[config.mk]
export PLATFORM = sky130hd
export DESIGN_NAME = dropout_ctrl
export DESIGN_NICKNAME = d
export VERILOG_FILES = /design/src/rtl/dropout_pkg.sv /design/src/rtl/dropout_lfsr.sv /design/src/rtl/dropout_ctrl.sv
export SDC_FILE = /design/constraint.sdc
export NUM_CORES = 1
export LEC_CHECK = 0
export CAP_MARGIN = 20
export CORE_AREA = 2 2 80 82
export CTS_BUF_LIST = sky130_fd_sc_hd__clkbuf_8
export CTS_CLUSTER_DIAMETER = 80
export CTS_CLUSTER_SIZE = 24
export DETAILED_ROUTE_END_ITERATION = 7
export DIE_AREA = 0 0 82 84
export GPL_TIMING_DRIVEN = 0
export PLACE_DENSITY = 0.75
export SLEW_MARGIN = 40
export SYNTH_ARGS = -nofsm -noshare
export SYNTH_HDL_FRONTEND = slang
export SYNTH_SLANG_ARGS = --single-unit
[constraint.sdc]
create_clock -name clk -period 3 [get_ports clk]
set_input_delay 0.6 -clock clk [delete_from_list [all_inputs] [get_ports clk]]
set_output_delay 0.6 -clock clk [all_outputs]
set_load 0.01 [all_outputs]
[src/rtl/dropout_pkg.sv]
// dropout_pkg: shared constants, state type and LFSR step
// for the 8-neuron dropout sequencer.
package dropout_pkg;

  localparam int N_NEURONS = 8;
  localparam int DATA_W    = 8;
  localparam int LFSR_W    = 16;
  localparam int IDX_W     = 3;
  localparam int RATE_W    = 8;

  localparam logic [LFSR_W-1:0] LFSR_POLY = 16'hB400;
  localparam logic [LFSR_W-1:0] LFSR_SEED = 16'hACE1;

  localparam logic [IDX_W-1:0] IDX_LAST = 3'd7;

  typedef enum logic [1:0] {
    IDLE,
    GEN,
    APPLY,
    FLUSH
  } state_t;

  // One Galois step, feedback applied when the shifted-out bit is 1.
  function automatic logic [LFSR_W-1:0] lfsr_next(
    input logic [LFSR_W-1:0] s
  );
    return (s >> 1) ^ (s[0] ? LFSR_POLY : '0);
  endfunction

endpackage

[src/rtl/dropout_lfsr.sv]
// dropout_lfsr: seedable 16-bit Galois LFSR.
// A zero seed is replaced by LFSR_SEED so the register never locks up.
module dropout_lfsr
  import dropout_pkg::*;
(
  input  logic              clk,
  input  logic              rst_n,
  input  logic              load,
  input  logic [LFSR_W-1:0] seed,
  input  logic              step,
  output logic [LFSR_W-1:0] state
);

  logic [LFSR_W-1:0] w_seed;

  assign w_seed = (seed == '0) ? LFSR_SEED : seed;

  // Load has priority; otherwise advance one step when asked.
  always_ff @(posedge clk or negedge rst_n) begin
    if (!rst_n) begin
      state <= LFSR_SEED;
    end else if (load) begin
      state <= w_seed;
    end else if (step) begin
      state <= lfsr_next(state);
    end
  end

endmodule

[src/rtl/dropout_ctrl.sv]
// dropout_ctrl: per-sample keep-mask generation and masked
// streaming of 8 activations over valid/ready.
module dropout_ctrl
  import dropout_pkg::*;
(
  input  logic                 clk,
  input  logic                 rst_n,
  input  logic                 ui_ena,
  input  logic [RATE_W-1:0]    rate_i,
  input  logic                 seed_load,
  input  logic [LFSR_W-1:0]    seed_val,
  input  logic                 start,
  input  logic                 in_valid,
  input  logic [DATA_W-1:0]    in_data,
  output logic                 in_ready,
  output logic                 out_valid,
  output logic [DATA_W-1:0]    out_data,
  input  logic                 out_ready,
  output logic [N_NEURONS-1:0] mask_o,
  output logic                 busy,
  output logic                 done
);

  state_t                r_state;
  logic [RATE_W-1:0]     r_rate;
  logic [IDX_W-1:0]      r_idx;
  logic [N_NEURONS-1:0]  r_mask;
  logic [DATA_W-1:0]     r_out_data;
  logic                  r_out_valid;
  logic                  r_done;

  logic [LFSR_W-1:0]     w_lfsr;
  logic [LFSR_W-1:0]     w_lfsr_nxt;
  logic                  w_idle;
  logic                  w_seed_ld;
  logic                  w_step;
  logic                  w_keep_bit;
  logic                  w_in_fire;
  logic                  w_out_fire;
  logic                  w_last_idx;

  assign w_idle     = (r_state == IDLE);
  assign w_seed_ld  = w_idle && seed_load;
  assign w_step     = (r_state == GEN);
  assign w_lfsr_nxt = lfsr_next(w_lfsr);
  assign w_last_idx = (r_idx == IDX_LAST);

  // upper byte >= rate  <=>  full word >= {rate, 8'h00}
  assign w_keep_bit = (w_lfsr_nxt >= {r_rate, 8'h00});

  assign in_ready   = (r_state == APPLY)
                   && (!r_out_valid || out_ready);
  assign w_in_fire  = in_valid && in_ready;
  assign w_out_fire = r_out_valid && out_ready;

  assign out_valid  = r_out_valid;
  assign out_data   = r_out_data;
  assign mask_o     = r_mask;
  assign busy       = !w_idle;
  assign done       = r_done;

  dropout_lfsr u_lfsr (
    .clk   (clk),
    .rst_n (rst_n),
    .load  (w_seed_ld),
    .seed  (seed_val),
    .step  (w_step),
    .state (w_lfsr)
  );

  // Sequencer: sample setup, mask generation, streaming, drain.
  always_ff @(posedge clk or negedge rst_n) begin
    if (!rst_n) begin
      r_state <= IDLE;
      r_rate  <= '0;
      r_idx   <= '0;
      r_mask  <= '1;
    end else begin
      unique case (r_state)
        IDLE: begin
          if (seed_load) begin
            r_state <= IDLE;
          end else if (start) begin
            r_idx <= '0;
            if (ui_ena) begin
              r_rate  <= rate_i;
              r_state <= GEN;
            end else begin
              r_mask  <= '1;
              r_state <= APPLY;
            end
          end
        end
        GEN: begin
          r_mask[r_idx] <= w_keep_bit;
          if (w_last_idx) begin
            r_idx   <= '0;
            r_state <= APPLY;
          end else begin
            r_idx <= r_idx + 3'd1;
          end
        end
        APPLY: begin
          if (w_in_fire) begin
            if (w_last_idx) begin
              r_state <= FLUSH;
            end else begin
              r_idx <= r_idx + 3'd1;
            end
          end
        end
        FLUSH: begin
          if (w_out_fire) begin
            r_state <= IDLE;
          end
        end
      endcase
    end
  end

  // Single-entry output register with masked load.
  always_ff @(posedge clk or negedge rst_n) begin
    if (!rst_n) begin
      r_out_valid <= 1'b0;
      r_out_data  <= '0;
    end else if (w_in_fire) begin
      r_out_valid <= 1'b1;
      r_out_data  <= r_mask[r_idx] ? in_data : '0;
    end else if (w_out_fire) begin
      r_out_valid <= 1'b0;
    end
  end

  // Completion pulse, one cycle after the last beat leaves.
  always_ff @(posedge clk or negedge rst_n) begin
    if (!rst_n) begin
      r_done <= 1'b0;
    end else begin
      r_done <= (r_state == FLUSH) && w_out_fire;
    end
  end

endmodule

==> impl_results.md <==
* Yosys reg bits at 47
* Pin count of the biggest net entering global routing at 30
* Placeable Area at a little over 6000 µm²
* Critical Path Sink Type: output pin
* Final Slew Violations at 0
* Yosys cell types at 44
* Status: complete, no violations
* Design area at between 3000 and 4000 µm²
* Initial Utilization at 43.00%
* Share of cells above drive strength 1 at about an eighth
* Rel. slew slack at between 60% and 70%
* Clock sink count at between 40 and 50
* Worst R2R Start: u_lfsr.state[0]$_DFFE_PN1P_
* Fin cells at ~400
* Peak VDD IR at roughly 0.16 mV
* Drt initial violations at a little under 80
* Hpwl dp at 4268 µm
* Clock power frac at about a third
* Chip Width at ~80 µm
* Pleak at ~1.4 nW
* Synth top area cells: dfrtp_1, dfstp_2, mux2i_1, ha_1, a21oi_1
* Clock latency on the worst-skew pair at roughly 300 ps
* Synth Warn # at 0
* Final hold slack at between 150 and 200 ps
* First-pass GRT wire length at approximately 9400 µm
* PD cells at 326.1 nW/µm²
* Ys async rst share at between 90% and 100%
* Slowest cell on crit path: clkdlybuf4s50_1
* Vias in the first global route at approximately 2100
* Final TNS setup at 0 ps
* N_diodes at 0
* Most frequent CP cell: clkdlybuf4s50_1
* Switching Fraction at between 20% and 30%
* Critical Path AT at between 1500 and 2000 ps
* Port Buffers at 58
* Combinational share of power at about 8.4%
* Largest area contributor in the netlist: dfrtp_1
* Final period util at between 80% and 90%
* Total GRT Usage at 17.32%
* Worst Tran Pin Value at between 400 and 500 ps
* Pint at between 0.8 and 0.9 mW
* Max-cap violations at 0
* Seq pwr share at roughly three fifths
* Placer congestion estimate at 0.7736
* Average wire per standard cell at between 10 and 15 µm
* ANT nets after route at 0
* Overflow after GRT at 0
* Mapped Cells at ~260
* Total CTS buffers at 5
* Placed inst area at around 3300 µm²
* Tmin final at 2525 ps
* Number of nets in the layout at around 380
* Critical Path Max Stage Delay at 530 ps
* Syn_nets at about 320
* Vias at roughly 2100
* Crit path launch: out_ready
* Final core utilization at between 50% and 60%
* Root Driver: clkbuf_8
* I/O pin cnt at 59
* Path depth of the worst reg2reg path at 7
* Setup bufs post-CTS at 0
* Critical path type: primary input to output pin
* Switching power at between 0.2 and 0.25 mW
* Max clock buf depth at 2
* EDFF count, synth at 0
* Setup violations, final at 0
* Post-Syn Area at 2621 µm²
* Sequential fraction of the synthesis area at 45.63%
* H-tree levels at 2
* CTS tree: done
* Die area at around 6900 µm²
* Number of hold buffers added after CTS at 0
* Top cell type's share of synthesized area at between 20% and 30%
* DRC Markers at 0
* RSZ-0062 raised after global routing: no
* Clk pin slew, worst setup/hold paths at roughly 90 ps
* Fmax at 396.0 MHz
* Dominant cell by count in the synthesized netlist: dfrtp_1
* Max FO, Critical Path at 4
* Worst Clk Skew at roughly 11 ps
* Commonest cells in the synthesized netlist: dfrtp_1, a21oi_1, nor2_1
* Die Height at approximately 84 µm
* Placed insts at between 300 and 400
* Area grow syn2layout at 29.74%
* Via density at about 5.2
* Top FF cell, synth: dfrtp_1
* Final hold viol count at 0
* CP required at around 2400 ps
* Hold Crit Class: primary input to asynchronous set/reset pin
* Row count at 29
* Syn_area_per_cell at approximately 10 µm²
* Drt pass-1 iters at 4
* Post_cts resized at 0
* CP Cell Sequence: clkdlybuf4s50_1 -> nand2b_1 -> and2_1 -> clkdlybuf4s50_1
* Initial antenna violation count at 0
* Final WL at 5442 µm
* Startpoint types: primary input
-- layout make-up --
class                           instances  area (µm²)
Tap cell                               77       96.34
Inverter                               15       56.30
Clock buffer                            5       68.82
Timing Repair Buffer                   59       598.1
Sequential cell                        47        1196
Buffer                                  8       37.54
Clock inverter                          3       16.27
Fill cell                             565        2695
Multi-Input combinational cell        192        1331
-- power by group through the flow --
stage / Sequential (mW) / Combinational (mW) / Clock [mW]
global route: 0.646 / 0.101 / 0.414
CTS: 0.645 / 0.0947 / 0.388
detailed placement: 0.656 / 0.0943 / 0
floorplan: 0.658 / 0.0106 / 0
global placement: 0.656 / 0.0907 / 0
finish: 0.645 / 0.0928 / 0.371
-- worst max-delay path, delay by kind of cell --
| kind | cells | cell delay, ps |
|---|---|---|
| buffers and inverters | 2 | 1020 |
| AND/OR/NAND/NOR | 2 | 300 |
-- kinds of logic after synthesis --
group	Yosys count	share of synthesized area (%)
compound gates	53	11.46
fa+ha+maj	15	7.160
buf+inv	23	3.580
flops	47	45.63
xor+xnor	3	1.003
mux	34	13.51
simple gates	87	17.66
-- per-layer routing --
metal  GRT usage [%]  wire length, µm  vias up
met5               0                0        -
met4           4.545               61        0
met3           3.355              236        6
met2           30.30             2765       46
met1           21.41             2378      996
li1                -                -     1062
-- path summary, 6_finish.rpt --
check                                                to  slack, ps
min in group clk                  r_rate[1]$_DFFE_PN0P_        510
min                                r_idx[1]$_DFFE_PN0P_        160
max                                            in_ready        470
max reg2reg                       mask_o[3]$_DFFE_PN1P_        670
max in group asynchronous  u_lfsr.state[11]$_DFFE_PN1P_       2330
min reg2reg                       r_rate[1]$_DFFE_PN0P_        510
-- metrics by stage --
step	total power [mW]	worst slack, ps
2_1_floorplan	0.6686	901.8
3_5_place_dp	0.7508	472.1
5_1_grt	1.161	413.0
6_report	1.109	474.6
3_3_place_gp	0.7470	54.39
4_1_cts	1.128	471.9
-- placed cells by master (no fill, tap or decap), types with 7 or more instances in the layout --
master | synthesis | routed
dfrtp_1 | 31 | 31
nor2_1 | 26 | 26
ha_1 | 15 | 15
inv_1 | 14 | 15
nor3_1 | 7 | 7
nand2_1 | 24 | 24
mux2i_1 | 23 | 23
dfstp_2 | 16 | 16
a21oi_1 | 30 | 30
mux2_2 | 8 | 8
clkdlybuf4s50_1 | 0 | 57
-- sequential cells by signal, summed over array words and instances, names as in the netlist --
signal and count:
done 1, mask_o 8, out_data 8, out_valid 1, r_idx 3, r_rate 8
r_state 2, u_lfsr.state 16
(Power assumes the default switching activity.)
